[config.mk]
export PLATFORM = sky130hd
export DESIGN_NAME = button_pulse_gen_flat
export DESIGN_NICKNAME = d
export VERILOG_FILES = /design/src/rtl/button_pulse_gen_if.sv /design/src/rtl/button_pulse_gen.sv /design/src/flat_wrapper.sv
export SDC_FILE = /design/constraint.sdc
export NUM_CORES = 1
export LEC_CHECK = 0
export ABC_CLOCK_PERIOD_IN_PS = 4019
export BUFFER_PORTS_ARGS = -buffer_cell sky130_fd_sc_hd__buf_2
export CORE_UTILIZATION = 40
export CTS_CLUSTER_DIAMETER = 100
export DETAILED_ROUTE_END_ITERATION = 8
export GPL_TIMING_DRIVEN = 0
export SYNTH_ARGS = -nofsm -noshare
export SYNTH_HDL_FRONTEND = slang
export SYNTH_SLANG_ARGS = --single-unit
export TNS_END_PERCENT = 5
[constraint.sdc]
create_clock -name clk -period 4.02 [get_ports clk]
set_clock_uncertainty 0.05 [all_clocks]
set_input_delay 0.804 -clock clk [delete_from_list [all_inputs] [get_ports clk]]
set_output_delay 0.804 -clock clk [all_outputs]
set_load 0.005 [all_outputs]
[src/rtl/button_pulse_gen_if.sv]
// Button bundle between the raw switch pins and the flasher control FSM.
// Ports: btn_raw (raw pins in), pulse (press/repeat strobes out), level (debounced levels out).
// master drives btn_raw and observes pulse/level; slave is the conditioning block.
interface button_pulse_gen_if #(
  parameter int NUM_BTN = 3
);
  logic [NUM_BTN-1:0] btn_raw;
  logic [NUM_BTN-1:0] pulse;
  logic [NUM_BTN-1:0] level;

  modport master (output btn_raw, input pulse, input level);
  modport slave  (input btn_raw, output pulse, output level);
endinterface

[src/rtl/button_pulse_gen.sv]
// Purpose: push-button conditioner: 2-FF sync, counter debounce, one-cycle press pulse, optional auto-repeat.
// Latency: level and its first pulse rise DEBOUNCE_CYCLES+1 edges after a stable raw change is first sampled.
// Backpressure: none; strobes are fire-and-forget, every channel runs independently every cycle.
// Ports: clk; reset (async, active low); btn_if.slave carries btn_raw in, pulse and level out.
// Channel map (by convention): bit 0 = next, bit 1 = faster, bit 2 = slower.
module button_pulse_gen #(
  parameter int                 NUM_BTN         = 3,
  parameter int                 CNT_W           = 20,
  parameter logic [CNT_W-1:0]   DEBOUNCE_CYCLES = 20'd500000,
  parameter logic [CNT_W-1:0]   REPEAT_DELAY    = 20'd900000,
  parameter logic [CNT_W-1:0]   REPEAT_PERIOD   = 20'd300000,
  parameter logic [NUM_BTN-1:0] REPEAT_MASK     = 3'b110
) (
  input  logic                  clk,
  input  logic                  reset,
  button_pulse_gen_if.slave     btn_if
);

  localparam logic [CNT_W-1:0] DB_LAST = DEBOUNCE_CYCLES - 1'b1;
  localparam logic [CNT_W-1:0] RD_LAST = REPEAT_DELAY - 1'b1;
  localparam logic [CNT_W-1:0] RP_LAST = REPEAT_PERIOD - 1'b1;

  typedef enum logic [1:0] {
    IDLE   = 2'd0,
    HOLD   = 2'd1,
    REPEAT = 2'd2
  } state_t;

  logic [NUM_BTN-1:0] sync1;
  logic [NUM_BTN-1:0] sync2;
  logic [NUM_BTN-1:0] level_q;
  logic [NUM_BTN-1:0] pulse_q;
  logic [NUM_BTN-1:0] level_nxt;
  logic [NUM_BTN-1:0] db_done;
  logic [CNT_W-1:0]   dcnt  [NUM_BTN];
  logic [CNT_W-1:0]   rcnt  [NUM_BTN];
  state_t             state [NUM_BTN];

  // db_done: this edge completes a full run of disagreeing samples, so level flips now.
  // The FSM keys off level_nxt so the first pulse lands in the same cycle level first reads 1,
  // and a repeat can never coincide with the cycle level drops.
  always_comb begin
    level_nxt = level_q;
    db_done   = '0;
    for (int i = 0; i < NUM_BTN; i++) begin
      db_done[i] = (sync2[i] != level_q[i]) && (dcnt[i] == DB_LAST);
      if (db_done[i]) begin
        level_nxt[i] = sync2[i];
      end
    end
  end

  // rcnt holds (cycles since last pulse) - 1, so comparing against DELAY-1 / PERIOD-1
  // puts the next strobe exactly DELAY / PERIOD cycles after the previous one.
  always_ff @(posedge clk or negedge reset) begin
    if (!reset) begin
      sync1   <= '0;
      sync2   <= '0;
      level_q <= '0;
      pulse_q <= '0;
      for (int i = 0; i < NUM_BTN; i++) begin
        dcnt[i]  <= '0;
        rcnt[i]  <= '0;
        state[i] <= IDLE;
      end
    end else begin
      sync1   <= btn_if.btn_raw;
      sync2   <= sync1;
      level_q <= level_nxt;
      for (int i = 0; i < NUM_BTN; i++) begin
        if ((sync2[i] == level_q[i]) || db_done[i]) begin
          dcnt[i] <= '0;
        end else begin
          dcnt[i] <= dcnt[i] + 1'b1;
        end

        pulse_q[i] <= 1'b0;
        case (state[i])
          IDLE: begin
            rcnt[i] <= '0;
            if (level_nxt[i] && !level_q[i]) begin
              pulse_q[i] <= 1'b1;
              state[i]   <= HOLD;
            end
          end
          HOLD: begin
            if (!level_nxt[i]) begin
              rcnt[i]  <= '0;
              state[i] <= IDLE;
            end else if (REPEAT_MASK[i]) begin
              if (rcnt[i] == RD_LAST) begin
                pulse_q[i] <= 1'b1;
                rcnt[i]    <= '0;
                state[i]   <= REPEAT;
              end else begin
                rcnt[i] <= rcnt[i] + 1'b1;
              end
            end
          end
          REPEAT: begin
            if (!level_nxt[i]) begin
              rcnt[i]  <= '0;
              state[i] <= IDLE;
            end else if (rcnt[i] == RP_LAST) begin
              pulse_q[i] <= 1'b1;
              rcnt[i]    <= '0;
            end else begin
              rcnt[i] <= rcnt[i] + 1'b1;
            end
          end
          default: begin
            rcnt[i]  <= '0;
            state[i] <= IDLE;
          end
        endcase
      end
    end
  end

  assign btn_if.pulse = pulse_q;
  assign btn_if.level = level_q;

endmodule

[src/flat_wrapper.sv]
// flat-port wrapper written by rule: the top's interface ports become plain ports
module button_pulse_gen_flat 
#(
  parameter int                 NUM_BTN         = 3,
  parameter int                 CNT_W           = 20,
  parameter logic [CNT_W-1:0]   DEBOUNCE_CYCLES = 20'd500000,
  parameter logic [CNT_W-1:0]   REPEAT_DELAY    = 20'd900000,
  parameter logic [CNT_W-1:0]   REPEAT_PERIOD   = 20'd300000,
  parameter logic [NUM_BTN-1:0] REPEAT_MASK     = 3'b110
)
  (clk, reset, btn_if_btn_raw, btn_if_pulse, btn_if_level);
  button_pulse_gen_if #(.NUM_BTN(NUM_BTN)) btn_if_i ();
  input  logic clk;
  input  logic reset;
  input wire logic [$bits(btn_if_i.btn_raw)-1:0] btn_if_btn_raw;
  output wire logic [$bits(btn_if_i.pulse)-1:0] btn_if_pulse;
  output wire logic [$bits(btn_if_i.level)-1:0] btn_if_level;
  assign btn_if_i.btn_raw = btn_if_btn_raw;
  assign btn_if_pulse = btn_if_i.pulse;
  assign btn_if_level = btn_if_i.level;
  button_pulse_gen #(.NUM_BTN(NUM_BTN), .CNT_W(CNT_W), .DEBOUNCE_CYCLES(DEBOUNCE_CYCLES), .REPEAT_DELAY(REPEAT_DELAY), .REPEAT_PERIOD(REPEAT_PERIOD), .REPEAT_MASK(REPEAT_MASK)) u_core (.clk(clk), .reset(reset), .btn_if(btn_if_i));
endmodule
# Word level (Yosys, flattened, before mapping)

Index checks and enable logic that the tools add are counted.

Memories: 0
ROM bits: 0
Bits in writable memories: 0
Output and inout port bits: 6
Bits in latches: 0
Logic and storage cells: 116
Register bits after elaboration: 138

Shifts and indexed selects: 0
Eq/ne operators: 29
$mul: 0
$lt $le $gt $ge: 0
Add/subtract/negate cells: 6
Bitwise gates (word level): 0
Multiplexer cells: 49
Reductions and logical operators: 19
Div/mod/pow operators: 0

Operator list:

| kind                    | count |
|---|---|
| $mux W20                | 14 |
| $add A20 B1 Y20 const B | 6 |
| $eq A20 B19 Y1 const B  | 6 |
| $pmux W20 S2            | 3 |
| $eq A20 B20 Y1 const B  | 2 |
| $mux W2                 | 10 |
| $mux W1                 | 16 |
| $pmux W2 S3             | 2 |
| $ne A2 B2 Y1 const B    | 4 |
| $eq A2 B1 Y1 const B    | 3 |
| $eq A2 B2 Y1 const B    | 3 |
| $logic_and A1 B1 Y1     | 6 |
| $logic_not A2 Y1        | 3 |
| $ne A2 B1 Y1 const B    | 3 |
| $ne A3 B3 Y1 const B    | 2 |
| $pmux W1 S3             | 2 |
| $reduce_and A3 Y1       | 2 |
| $pmux W2 S2             | 1 |
| $eq A1 B1 Y1            | 3 |
| $logic_not A1 Y1        | 3 |
| $logic_or A1 B1 Y1      | 3 |
| $ne A1 B1 Y1            | 3 |
| $pmux W1 S2             | 1 |
| $reduce_and A2 Y1       | 1 |
| $reduce_or A2 Y1        | 1 |

# Logic depth before layout (Yosys ltp)

Depth after elaboration: 6
Depth in mapped cells: 8
Gate-level depth less buffers: 7

# Least setup slack after synthesis

No wires, ideal clock.

Path kind: reg-to-reg
Start point: register u_core.dcnt[5] (netlist bit)
End point: register u_core.rcnt[18] (netlist bit)
Arrival time: 2.145 ns
Setup time: 0.119 ns
Cell stages (with the launch flop): 8
Required time: 3.851 ns
Slack: 1.707 ns
Period minus slack after synthesis: 2.313 ns
Cell sequence: dfrtp_1 -> or4b_1 -> or4_4 -> nor3_4 -> mux2_4 -> nand3_2 -> buf_6 -> nor2_1

Word-level cells in the longest chain between the ends: 5
Elaborated cells between the ends (all ways): 6
Those cells by class: 1 x eq/ne; 4 x mux; 1 x reduce/logical

RTL lines:

| item                             | line                                            | text |
|---|---|---|
| start: declaration               | button_pulse_gen.sv:35                          | `logic [CNT_W-1:0] dcnt [NUM_BTN];` |
| start signal: indexed assignment | button_pulse_gen.sv:74                          | `dcnt[i] <= dcnt[i] + 1'b1;` |
| $eq A20 B19 Y1 *                 | button_pulse_gen.sv:46                          | `db_done[i] = (sync2[i] != level_q[i]) && (dcnt[i] == DB_LAST);` |
| $logic_and A1 B1 Y1 *            | button_pulse_gen.sv:46                          |  |
| $mux W1 *                        | button_pulse_gen.sv:47                          | `if (db_done[i]) begin` |
| named net u_core.level_nxt[2]    | button_pulse_gen.sv:33                          | `logic [NUM_BTN-1:0] level_nxt;` |
| $mux W20 (on tied branches)      | button_pulse_gen.sv:101, button_pulse_gen.sv:87 |  |
| $pmux W20 S2 *                   | button_pulse_gen.sv:78                          | `case (state[i])` |
| end signal: indexed assignment   | button_pulse_gen.sv:96                          | `rcnt[i] <= rcnt[i] + 1'b1;` |
| end signal: indexed assignment   | button_pulse_gen.sv:108                         | `rcnt[i] <= rcnt[i] + 1'b1;` |
| end: declaration                 | button_pulse_gen.sv:36                          | `logic [CNT_W-1:0] rcnt [NUM_BTN];` |

The timed path passes the listed nets; every way through them passes the cells marked *.
A chain may end at the register's enable or synchronous reset.

# Final worst setup path

Start point: register u_core.dcnt[5] (netlist bit)
End point: register u_core.dcnt[14] (netlist bit)

Word-level cells in the longest chain between the ends: 4
Elaborated cells between the ends (all ways): 5
Those cells by class: 1 x add/sub; 1 x eq/ne; 1 x mux; 2 x reduce/logical

RTL lines:

| item                                                                    | line                   | text |
|---|---|---|
| parallel branches: the longest is 3 deep, another holds $add A20 B1 Y20 | -                      |  |
| $mux W20 *                                                              | button_pulse_gen.sv:71 | `if ((sync2[i] == level_q[i]) \|\| db_done[i]) begin` |

Every way passes the cells marked *.

==> results by group <==
Yosys
  • Mux cell area share after synthesis: 0.8523%
  • Sequential share of the synthesized area: 51.14%
  • #FFs+latches synth: 117
  • XOR/XNOR Fraction of Synth Area: 13.92%
  • Post-synth EDFFs: 0
  • Adder and majority gate portion of the synthesized area: 2.841%
  • YS warnings: 0
  • Main synth FF type: dfrtp_1
  • Synthesized area: 5725 um^2
  • Syn Inst Count: 577
  • Avg Inst Size Synth: 9.923 um^2
  • Post-synthesis compound-gate area fraction: 2.688%
  • Count of cell types in the netlist: 51
  • Main combinational cell family by area after synthesis: simple AND/OR/NAND/NOR gates
  • Async SR Flop Fraction: 100.0%
  • Synthesized net count: 595
  • Simple-Gate Fraction of Synth Area: 26.75%

Worst setup path
  • Delay-heaviest family, CP: simple AND/OR/NAND/NOR gates
  • Max FO, Critical Path: 10
  • Required @ worst endpoint: 4.25 ns
  • CP Launch Type: flip-flop
  • Most frequent CP cell: buf_2
  • Crit end category: flip-flop
  • Cell breakdown of the critical path: or4b_1 > or4_4 > nor3_4 > or2_2 > buf_2 > buf_2 > nor2_1
  • CP max stage delay: 0.56 ns
  • Crit-path slowest cell: or4b_1
  • Crit path DAT: 2.78 ns
  • Setup CP Type: reg -> reg
  • Buf+Inv Stages, Crit Path: 2

STA
  • Final worst-path cycle share: 63.44%
  • Fin crit period: 2.550 ns
  • Worst slew margin: 54.50%
  • WHS: 0.2280 ns
  • Worst Tran Pin Value: 0.6763 ns
  • Setup TNS Final: 0 ns
  • Final hold vios: 0
  • RSZ-0062 raised after global routing: no
  • Final setup fails: 0
  • Final worst slack: 1.470 ns
  • Final Max Tran Viols: 0
  • Fmax achieved: 392.1 MHz

Placement
  • Dpl ws: 1.475 ns
  • HPWL after DPL: 7254 um
  • I/O Buffers: 10
  • RePlAce Congestion: 0.7765

Clocking
  • Buffer depth of the longest clock path: 2
  • H-tree levels: 4
  • Worst-path clk slew: 0.05 ns
  • Setup Fix Bufs, Post-CTS: 0
  • Worst skew pair latency: 0.40 ns
  • Post-CTS resize count: 0
  • Root buf cell: clkbuf_16
  • Hold-fix buffers, CTS: 0
  • CTS tree: done
  • CTS Buf Count: 17
  • # clock sinks: 117

Global route
  • Vias in the first global route: 4166
  • Grt total ovfl: 0
  • Largest net degree at the start of global routing: 88
  • GRT Resource Usage Total: 15.85%
  • Global-route wire length before repair: 18660 um
  • Initial antenna violation count: 0

Floorplanning
  • Die width: 121.6 um
  • Row cnt: 43
  • Die ar.: 14800 um^2
  • Die Y: 121.6 um
  • Core Box Area: 13930 um^2
  • Initial core utilization: 41.09%
  • IO Count: 11

Layout
  • Ratio of cells with drive above 1 in the final layout: 9.693%
  • FILL cells: 1343
  • Nets@finish: 625
  • Layout overhead on the synthesized area: 15.87%
  • Inserted Diodes: 0

Drt
  • Vias per cell: 5.059
  • Total routed wirelength: 10590 um
  • # DRC: 0
  • Antenna Nets Post-Route: 0
  • DR pass1 iterations: 4
  • 1st-iter DRT viols: 216
  • DR WL/cell: 13.25 um
  • Via Count: 4042

Run status
  • Outcome: finished clean

Hold path
  • HP Class: in -> async

Pwr
  • Worst IR drop on VDD: 0.0002990 V
  • Leakage Power: 2.754 nW
  • Pwr dens: 417.7 nW/um^2

Job
  • Max_cap viols: 0
-- final timing paths --
check | from | endpoint | slack (ns) | cells past startpoint
max in group asynchronous | reset | u_core.dcnt[16] | 2.97 | 2
setup / recovery | u_core.dcnt[5] | u_core.dcnt[14] | 1.47 | 7
min in group clk | u_core.sync1[2] | u_core.sync2[2] | 0.30 | 0
setup reg to reg | u_core.dcnt[5] | u_core.dcnt[14] | 1.47 | 7
hold / removal | reset | u_core.dcnt[28] | 0.23 | 1
hold reg to reg | u_core.sync1[2] | u_core.sync2[2] | 0.30 | 0
-- worst reg2reg max path, stage by stage, from the launching register on --
cell and delay, ns:
dfrtp_1 0.46, or4b_1 0.56, or4_4 0.44, nor3_4 0.22
or2_2 0.16, buf_2 0.20, buf_2 0.26, nor2_1 0.08
-- cells in the mapped netlist, types with 2 or more instances --
master / n / area, um^2
nor4b_1: 6 / 52.55
clkbuf_1: 5 / 18.77
dfrtp_1: 117 / 2928
inv_1: 14 / 52.55
nor3_1: 8 / 40.04
and4b_1: 3 / 30.03
nand3_1: 39 / 195.2
nand2b_1: 4 / 25.02
buf_2: 2 / 10.01
nor2_1: 131 / 491.7
nor2b_1: 2 / 12.51
or3_1: 3 / 18.77
and4_1: 8 / 70.07
a21oi_1: 5 / 25.02
or4_1: 2 / 15.01
buf_6: 2 / 22.52
nand4_1: 25 / 156.4
nand2_1: 38 / 142.6
and2_1: 2 / 12.51
xor2_1: 51 / 446.7
ha_1: 13 / 162.7
and3_1: 9 / 56.30
mux2_2: 3 / 33.78
a21boi_0: 2 / 15.01
nand4b_1: 2 / 17.52
or2_2: 3 / 18.77
nor4_1: 5 / 31.28
o21ai_0: 7 / 35.03
o22ai_1: 2 / 12.51
nor3b_1: 3 / 22.52
o31ai_1: 2 / 15.01
xnor2_1: 40 / 350.3
-- metrics by stage --
stage | utilization (%) | total power, mW | std cells | cell area (um^2)
after floorplan | - | 1.239 | 577 | 5725
after global placement | 43.06 | 1.272 | 767 | 6001
after detailed placement | 43.31 | 1.277 | 768 | 6035
after CTS | 47.61 | 2.808 | 799 | 6634
after global routing | 47.61 | 2.868 | 799 | 6634
final | 47.61 | 2.771 | 799 | 6634
-- layout make-up --
class / count / area, um^2 / share of cell area (%)
flip-flops and latches: 117 / 2928 / 44.13
multi-input cells: 437 / 2694 / 40.61
clock buffers: 21 / 470.5 / 7.092
well taps: 180 / 225.2 / 3.395
clock inverters: 10 / 128.9 / 1.943
repair buffers: 11 / 83.83 / 1.264
inverters: 14 / 52.55 / 0.7922
plain buffers: 9 / 51.30 / 0.7733
-- where the power goes --
group	leakage, nW	internal (mW)	switching, mW
registers	1.61	1.19	0.00972
logic	0.838	0.0151	0.0400
clock network	0.302	1.01	0.503
total	2.75	2.22	0.553
-- metal layers --
layer	vias up	global-route usage (%)	share of wire [%]
met5	-	0	0
met4	0	5.401	1.2
met3	12	4.448	2.8
met2	34	25.85	47
met1	1969	20.18	48
li1	2027	-	-
-- cells by family after synthesis --
logic type,after synthesis
AOI/OAI and AO/OA,24
xor gates and xnor gates,91
adders and majority gates,13
buffers and inverters,23
DFF,117
muxes,4
and+or+nand+nor,305
-- state kept, by name (all words and copies together), names as in the netlist --
signal / count
u_core.btn_if.pulse: 3
u_core.sync2: 3
u_core.rcnt: 40
u_core.dcnt: 60
u_core.state: 5
u_core.btn_if.level: 3
u_core.sync1: 3
-- layout by cell type, fill, tap and decap left out, types with 8 or more instances in the layout --
cell | netlist | layout
nor2_1 | 131 | 131
and3_1 | 9 | 9
nand4_1 | 25 | 25
xor2_1 | 51 | 51
clkbuf_16 | 0 | 17
xnor2_1 | 40 | 40
and4_1 | 8 | 8
nor3_1 | 8 | 8
inv_1 | 14 | 14
nand2_1 | 38 | 38
nand3_1 | 39 | 39
dfrtp_1 | 117 | 117
ha_1 | 13 | 13
buf_2 | 2 | 11
Power figures use the tool's default switching activity.
